--- config.mk ---
export PLATFORM = sky130hd
export DESIGN_NAME = div_issue_ctrl
export DESIGN_NICKNAME = d
export VERILOG_FILES = /design/src/rtl/div_issue_ctrl.sv
export SDC_FILE = /design/constraint.sdc
export NUM_CORES = 1
export LEC_CHECK = 0
export CORE_AREA = 2 2 157 113
export CTS_BUF_LIST = sky130_fd_sc_hd__clkbuf_8
export DETAILED_ROUTE_END_ITERATION = 16
export DIE_AREA = 0 0 159 115
export GPL_TIMING_DRIVEN = 1
export HOLD_SLACK_MARGIN = 0.06
export PLACE_DENSITY_LB_ADDON = 0.25
export SLEW_MARGIN = 20
export SYNTH_ARGS = -nofsm -noshare
export SYNTH_HDL_FRONTEND = slang
export SYNTH_SLANG_ARGS = --single-unit
--- constraint.sdc ---
create_clock -name clk -period 1.4 [get_ports clk]
set_input_delay 0.28 -clock clk [delete_from_list [all_inputs] [get_ports clk]]
set_output_delay 0.28 -clock clk [all_outputs]
set_load 0.05 [all_outputs]
--- src/rtl/div_issue_ctrl.sv ---
// EX-stage issue/stall sequencer for the DIV/DIVU AXI-stream divider cores.
// Feeds operands, stalls EX until {quot, rem} returns, drains flushed work.
module div_issue_ctrl #(
  parameter int DATA_W = 32
) (
  input  logic                clk,
  input  logic                resetn,
  input  logic                es_valid,
  input  logic                es_div,
  input  logic                es_divu,
  input  logic [DATA_W-1:0]   es_src1,
  input  logic [DATA_W-1:0]   es_src2,
  input  logic                es_go,
  input  logic                es_flush,
  output logic                div_stall,
  output logic                div_done,
  output logic [DATA_W-1:0]   div_quot,
  output logic [DATA_W-1:0]   div_rem,
  output logic [DATA_W-1:0]   div_dividend,
  output logic [DATA_W-1:0]   div_divisor,
  output logic                sdiv_dividend_tvalid,
  output logic                sdiv_divisor_tvalid,
  input  logic                sdiv_dividend_tready,
  input  logic                sdiv_divisor_tready,
  output logic                udiv_dividend_tvalid,
  output logic                udiv_divisor_tvalid,
  input  logic                udiv_dividend_tready,
  input  logic                udiv_divisor_tready,
  input  logic                sdiv_dout_tvalid,
  input  logic [2*DATA_W-1:0] sdiv_dout_tdata,
  input  logic                udiv_dout_tvalid,
  input  logic [2*DATA_W-1:0] udiv_dout_tdata
);

  typedef enum logic [2:0] {S_IDLE, S_SEND, S_WAIT, S_DONE, S_DRAIN} state_t;

  state_t              r_state;
  logic                r_sgn;
  logic                r_dvd_acc;
  logic                r_dvs_acc;
  logic                r_cancel;
  logic                r_done;
  logic                r_dvd_tv;
  logic                r_dvs_tv;
  logic [DATA_W-1:0]   r_dividend;
  logic [DATA_W-1:0]   r_divisor;
  logic [DATA_W-1:0]   r_quot;
  logic [DATA_W-1:0]   r_rem;

  logic                w_start;
  logic                w_dvd_rdy;
  logic                w_dvs_rdy;
  logic                w_dvd_hs;
  logic                w_dvs_hs;
  logic                w_dvd_ok;
  logic                w_dvs_ok;
  logic                w_dout_v;
  logic [2*DATA_W-1:0] w_dout;
  logic                w_stall;

  assign w_start   = es_valid & (es_div | es_divu) & ~es_flush;
  assign w_dvd_rdy = r_sgn ? sdiv_dividend_tready : udiv_dividend_tready;
  assign w_dvs_rdy = r_sgn ? sdiv_divisor_tready  : udiv_divisor_tready;
  assign w_dvd_hs  = r_dvd_tv & w_dvd_rdy;
  assign w_dvs_hs  = r_dvs_tv & w_dvs_rdy;
  assign w_dvd_ok  = r_dvd_acc | w_dvd_hs;
  assign w_dvs_ok  = r_dvs_acc | w_dvs_hs;
  assign w_dout_v  = r_sgn ? sdiv_dout_tvalid : udiv_dout_tvalid;
  assign w_dout    = r_sgn ? sdiv_dout_tdata  : udiv_dout_tdata;

  always_ff @(posedge clk) begin
    if (!resetn) begin
      r_state    <= S_IDLE;
      r_sgn      <= 1'b0;
      r_dvd_acc  <= 1'b0;
      r_dvs_acc  <= 1'b0;
      r_cancel   <= 1'b0;
      r_done     <= 1'b0;
      r_dvd_tv   <= 1'b0;
      r_dvs_tv   <= 1'b0;
      r_dividend <= '0;
      r_divisor  <= '0;
      r_quot     <= '0;
      r_rem      <= '0;
    end else begin
      case (r_state)
        S_IDLE: begin
          if (w_start) begin
            r_dividend <= es_src1;
            r_divisor  <= es_src2;
            r_sgn      <= es_div;
            r_dvd_tv   <= 1'b1;
            r_dvs_tv   <= 1'b1;
            r_dvd_acc  <= 1'b0;
            r_dvs_acc  <= 1'b0;
            r_cancel   <= 1'b0;
            r_state    <= S_SEND;
          end
        end
        S_SEND: begin
          // A flush cannot retract a pending tvalid; remember it and drain later.
          if (es_flush) r_cancel <= 1'b1;
          if (w_dvd_hs) begin
            r_dvd_acc <= 1'b1;
            r_dvd_tv  <= 1'b0;
          end
          if (w_dvs_hs) begin
            r_dvs_acc <= 1'b1;
            r_dvs_tv  <= 1'b0;
          end
          if (w_dvd_ok && w_dvs_ok)
            r_state <= (r_cancel || es_flush) ? S_DRAIN : S_WAIT;
        end
        S_WAIT: begin
          if (w_dout_v) begin
            if (es_flush) begin
              r_state <= S_IDLE;
            end else begin
              r_quot  <= w_dout[2*DATA_W-1:DATA_W];
              r_rem   <= w_dout[DATA_W-1:0];
              r_done  <= 1'b1;
              r_state <= S_DONE;
            end
          end else if (es_flush) begin
            r_state <= S_DRAIN;
          end
        end
        S_DONE: begin
          if (es_go || es_flush) begin
            r_done  <= 1'b0;
            r_state <= S_IDLE;
          end
        end
        S_DRAIN: begin
          if (w_dout_v) r_state <= S_IDLE;
        end
        default: r_state <= S_IDLE;
      endcase
    end
  end

  // Stall is decoded from state and start only, never from es_go.
  always_comb begin
    w_stall = 1'b0;
    case (r_state)
      S_IDLE, S_DRAIN: w_stall = w_start;
      S_SEND, S_WAIT:  w_stall = 1'b1;
      default:         w_stall = 1'b0;
    endcase
  end

  assign div_stall            = w_stall;
  assign div_done             = r_done;
  assign div_quot             = r_quot;
  assign div_rem              = r_rem;
  assign div_dividend         = r_dividend;
  assign div_divisor          = r_divisor;
  assign sdiv_dividend_tvalid = r_dvd_tv & r_sgn;
  assign sdiv_divisor_tvalid  = r_dvs_tv & r_sgn;
  assign udiv_dividend_tvalid = r_dvd_tv & ~r_sgn;
  assign udiv_divisor_tvalid  = r_dvs_tv & ~r_sgn;

endmodule

=== Yosys cells after proc, flatten, opt, wreduce, memory -nomap -nowiden ===
Cells that the tools add are included.

* Register bits: 138
* Input bits: 205
* Output and inout port bits: 134
* Word-level logic and storage cells: 84

* Equal/unequal tests: 14
* Multiplexer cells: 30
* Bitwise operators: 13
* Reductions and logical operators: 15

{| class="wikitable"
|+ Operators with widths
! cell !! count
|-
| $mux 64 || 1
|-
| $mux 3 || 7
|-
| $ne 2x2->1 const B || 9
|-
| $pmux 3 s5 || 1
|-
| $pmux 1 s2 || 7
|-
| $mux 1 || 13
|-
| $reduce_and 3->1 || 4
|-
| $and 1x1->1 || 8
|-
| $eq 3x2->1 const B || 2
|-
| $reduce_and 5->1 || 1
|-
| $reduce_and 4->1 || 1
|-
| $reduce_bool 2->1 || 2
|-
| $reduce_or 2->1 || 2
|-
| $eq 3x1->1 const B || 1
|-
| $eq 3x3->1 const B || 1
|-
| $logic_not 3->1 || 1
|-
| $ne 3x3->1 const B || 1
|-
| $or 1x1->1 || 3
|-
| $logic_or 1x1->1 || 2
|-
| $mux 2 || 1
|-
| $not 1->1 || 2
|-
| $reduce_and 2->1 || 1
|-
| $logic_and 1x1->1 || 1
|}

=== Logic depth before layout (Yosys ltp) ===
* Depth in word-level cells: 6
* Gate-level depth with buffers: 8
* Depth with buffers taken out: 5

=== Worst setup path after synthesis ===
OpenSTA, ideal clock, no wires.

* Kind: flip-flop to output port
* Start point: reg r_sgn
* End point: out udiv_dividend_tvalid
* Data arrival time: 1.382 ns
* Required time: 1.120 ns
* Setup slack: -0.262 ns
* Stages on the path, launching flop included: 4
* Path buffers: 2
* Path through: dfxtp_1 > buf_6 > clkbuf_1 > nor2b_1

* Cells in the longest elaborated chain, start to end: 2

{| class="wikitable"
|+ RTL lines
! element !! line !! text
|-
| from (decl) || 38 || <nowiki>logic r_sgn;</nowiki>
|-
| from (signal assigned) || 91 || <nowiki>r_sgn <= es_div;</nowiki>
|-
| $not 1->1 || 160 || <nowiki>assign udiv_dividend_tvalid = r_dvd_tv & ~r_sgn;</nowiki>
|-
| $and 1x1->1 || 160 ||
|-
| to (decl) || 25 || <nowiki>output logic udiv_dividend_tvalid,</nowiki>
|}

No other way between the ends.

=== Worst setup path in the final report ===
* Start point: reg r_state[1]
* End point: out div_stall

* Cells in the longest elaborated chain, start to end: 3
* Elaborated cells between the ends (all ways): 7
* Classes of those cells: eq/ne: 3; mux: 1; reduce/logical: 3

{| class="wikitable"
|+ RTL lines
! element !! line !! text
|-
| from (decl) || 37 || <nowiki>state_t r_state;</nowiki>
|-
| from (signal assigned) || 112 || <nowiki>r_state <= (r_cancel || es_flush) ? S_DRAIN : S_WAIT;</nowiki>
|-
| $eq 3x1->1 (tied with other cells) || 145 || <nowiki>case (r_state)</nowiki>
|-
| $reduce_or 2->1 || 145 ||
|-
| $pmux 1 s2 * || 145 ||
|-
| to (decl) || 15 || <nowiki>output logic div_stall,</nowiki>
|}

Every way passes the cells marked *; elsewhere a longest branch is shown, timed or not.

==> results.yml <==
layout:
  layout_common_cells: "200 x clkdlybuf4s50_1, 154 x buf_12, 133 x dfxtp_1"
  area_delta_synth_final_pct: 118
  num-fill-cells: 1076
  final_common_cell: "clkdlybuf4s50_1"
  num-nets-final: 1228
  fin_util_pct: 77.0
  final_cell_area_sq_um: 13000
  drive_above_1_share_pct: 36.1
routing:
  avgViaCountPerCell: 4.92
  drc_errors: 0
  wl_per_cell_um: 17.8
  routed_wl_um: 22500
  dr.pass1.iters: 4
  drt_iter0_markers: 239
  vias: 6244
  ant_nets: 0
setup_path:
  crit_path_start_kind: "register"
  cp.depth: 4
  crit_chain: "buf_6 -> mux2i_2 -> o21a_2 -> buf_12"
  r2r-start: "r_sgn"
  crit_family: "flip-flops"
  cp.arrival_ps: 1440
  end_kind: "output pin"
  critPathKind: "register to output pin"
  rrSetupSlack_ps: -310
  crit_path_max_incr_delay_ps: 350
  slowest_stage: "dfxtp_4"
  worst-path-buf-inv: 2
  r2r_end: "div_rem[28]"
  path_max_fanout: 4
  worst_ep_required_time_ps: 1120
  r2r_cells: 7
synthesis:
  synth-edff-count: 0
  syn-num-nets: 845
  synth_top_flop_cell: "dfxtp_1"
  synth.avg_cell_area_sq_um: 9.29
  synth.yosys.warnings: 0
  syn_area_sq_um: 5940
  ys_types: 33
  async_reset_ff_share_pct: 0
  syn_inst: 640
  synth-seq-cells: 138
  yosysSeqAreaShare_pct: 46.5
clock_network:
  cts_buffer_depth: 2
  clock-sinks: 138
  cts_tree: "done"
  root_buffer: "clkbuf_8"
  path_clk_slew_ps: 80
  cts-htree-levels: 4
  cts_inserted_buffers: 17
  clock_latency_ps: 450
power_and_ir_drop:
  ir_drop_mv: 0.463
  power.leakage_nw: 5.81
  total_power_mw: 12.6
  power_density_nw_per_um2: 969
grt:
  grt_start_max_net_pins: 59
  grt_pass1_vias: 6302
  track_usage_pct: 23.1
  antenna_found_initial: 1
  grt_pass1_wl_um: 33100
  grt_overflow_total: 0
die:
  initial_utilization_pct: 35.3
  core-area_sq_um: 16800
  dieArea_sq_um: 18300
  fp.dieH_um: 115
  io_pins: 339
  dieWidth_um: 159
  row_count: 40
timing:
  finalCriticalPeriod_ps: 1720
  maxSlewViolCount: 0
  finalSetupViolations: 135
  final-hold-violation-count: 0
  fmax_mhz: 582
  slew_headroom_pct: 71.6
  rsz0062_at_grt: "true"
  finClkSkew_ps: 12.4
  layout_setup_ws_ps: -318
  finalCritPeriodShare_pct: 123
  hold_slack_ps: 223
  worstMarginPinSlew_ps: 414
outcome:
  failed_checks: "setup timing"
  outcome: "finished with violations"
min_path:
  worstHoldPathType: "primary input to register"
  whs_endpoint: "r_dvs_tv"
  min_path_cells: 3
  min_from: "resetn"
run:
  drv_cap: 0
placement:
  post_dp_cell_area_sq_um: 11200
  pre_cts_ws_ps: -603
  gp_congestion: 0.795
  dp_hpwl_um: 14700
  portBuffers: 338
[cell families after synthesis]
family / synth area share, %
AOI/OAI and AO/OA: 21.7
buffers and inverters: 4.27
DFF: 46.5
muxes: 12.5
and+or+nand+nor: 15.1
[how the worst max path moves through the flow]
stage                  endpoint  slack [ps]              from
floorplan            r_state[0]        -110             r_sgn
global placement    div_quot[6]        -570          es_flush
detailed placement  div_rem[30]        -600  sdiv_dout_tvalid
CTS                   div_stall        -330        r_state[1]
global route          div_stall        -380          es_flush
finish                div_stall        -320        r_state[1]
[sequential cells by signal (all words and copies together), names as in the netlist]
register	cells
div_dividend	32
div_divisor	32
div_done	1
div_quot	32
div_rem	32
r_cancel	1
r_dvd_acc	1
r_dvd_tv	1
r_dvs_acc	1
r_dvs_tv	1
r_sgn	1
r_state	3
[tightest hold or removal path, stage by stage]
cell	delay (ps)
buf_4	210
nand2_4	100
o21ai_2	50
[cell type report]
cell class | instances | area (sq um) | share of cell area, %
Timing Repair Buffer | 419 | 5940 | 45.8
Multi-Input combinational cell | 446 | 3520 | 27.2
Sequential cell | 138 | 2780 | 21.4
Tap cell | 231 | 289 | 2.23
Clock buffer | 19 | 262 | 2.02
Clock inverter | 13 | 168 | 1.29
Inverter | 1 | 3.75 | 0.0290
Antenna cell | 1 | 2.50 | 0.0193
[Yosys cell counts, drive strengths merged, types with 2 or more instances]
library cell	instances	area share, %
nor2	3	0.19
nand2	203	13
nor3	2	0.17
o21ai	5	0.42
o22ai	2	0.21
nor2b	4	0.42
a211oi	3	0.38
nand3	3	0.25
clkbuf	23	1.5
mux2i	69	12
dfxtp	138	46
mux2	4	0.88
a21boi	65	8.2
and2	2	0.21
o211a	66	11
a2111oi	2	0.51
buf	32	2.8
nand2b	4	0.42
[per-layer routing]
layer  vias up  track usage [%]  part of all wire, %
li1       2979                -                    -
met1      2983             26.1                   39
met2       226             40.3                   50
met3        56             6.89                  6.2
met4         0             11.9                  4.1
met5         -                0                    0
[power breakdown]
group	leakage (nW)	switching (mW)	internal, mW
Combinational	4.48	2.12	2.47
Sequential	1.12	0.280	4.17
Clock	0.212	1.65	1.87
Total	5.81	4.05	8.50
[stage by stage]
stage | cells | setup TNS, ps
3_5_place_dp | 1194 | -72200
3_3_place_gp | 1194 | -70860
4_1_cts | 1258 | -23000
5_1_grt | 1268 | -32260
2_1_floorplan | 640 | -4460
6_report | 1268 | -22820
[repair_timing]
| action | in CTS | in global routing |
|---|---|---|
| cloned | 13 | 4 |
| endpoints found under the setup margin | 133 | 143 |
| setup buffers | 21 | 11 |
| pin swaps | 5 | 58 |
| resized for setup | 61 | 158 |
| hold buffers | 0 | 0 |
No activity file was read; power rests on OpenSTA's default activity.
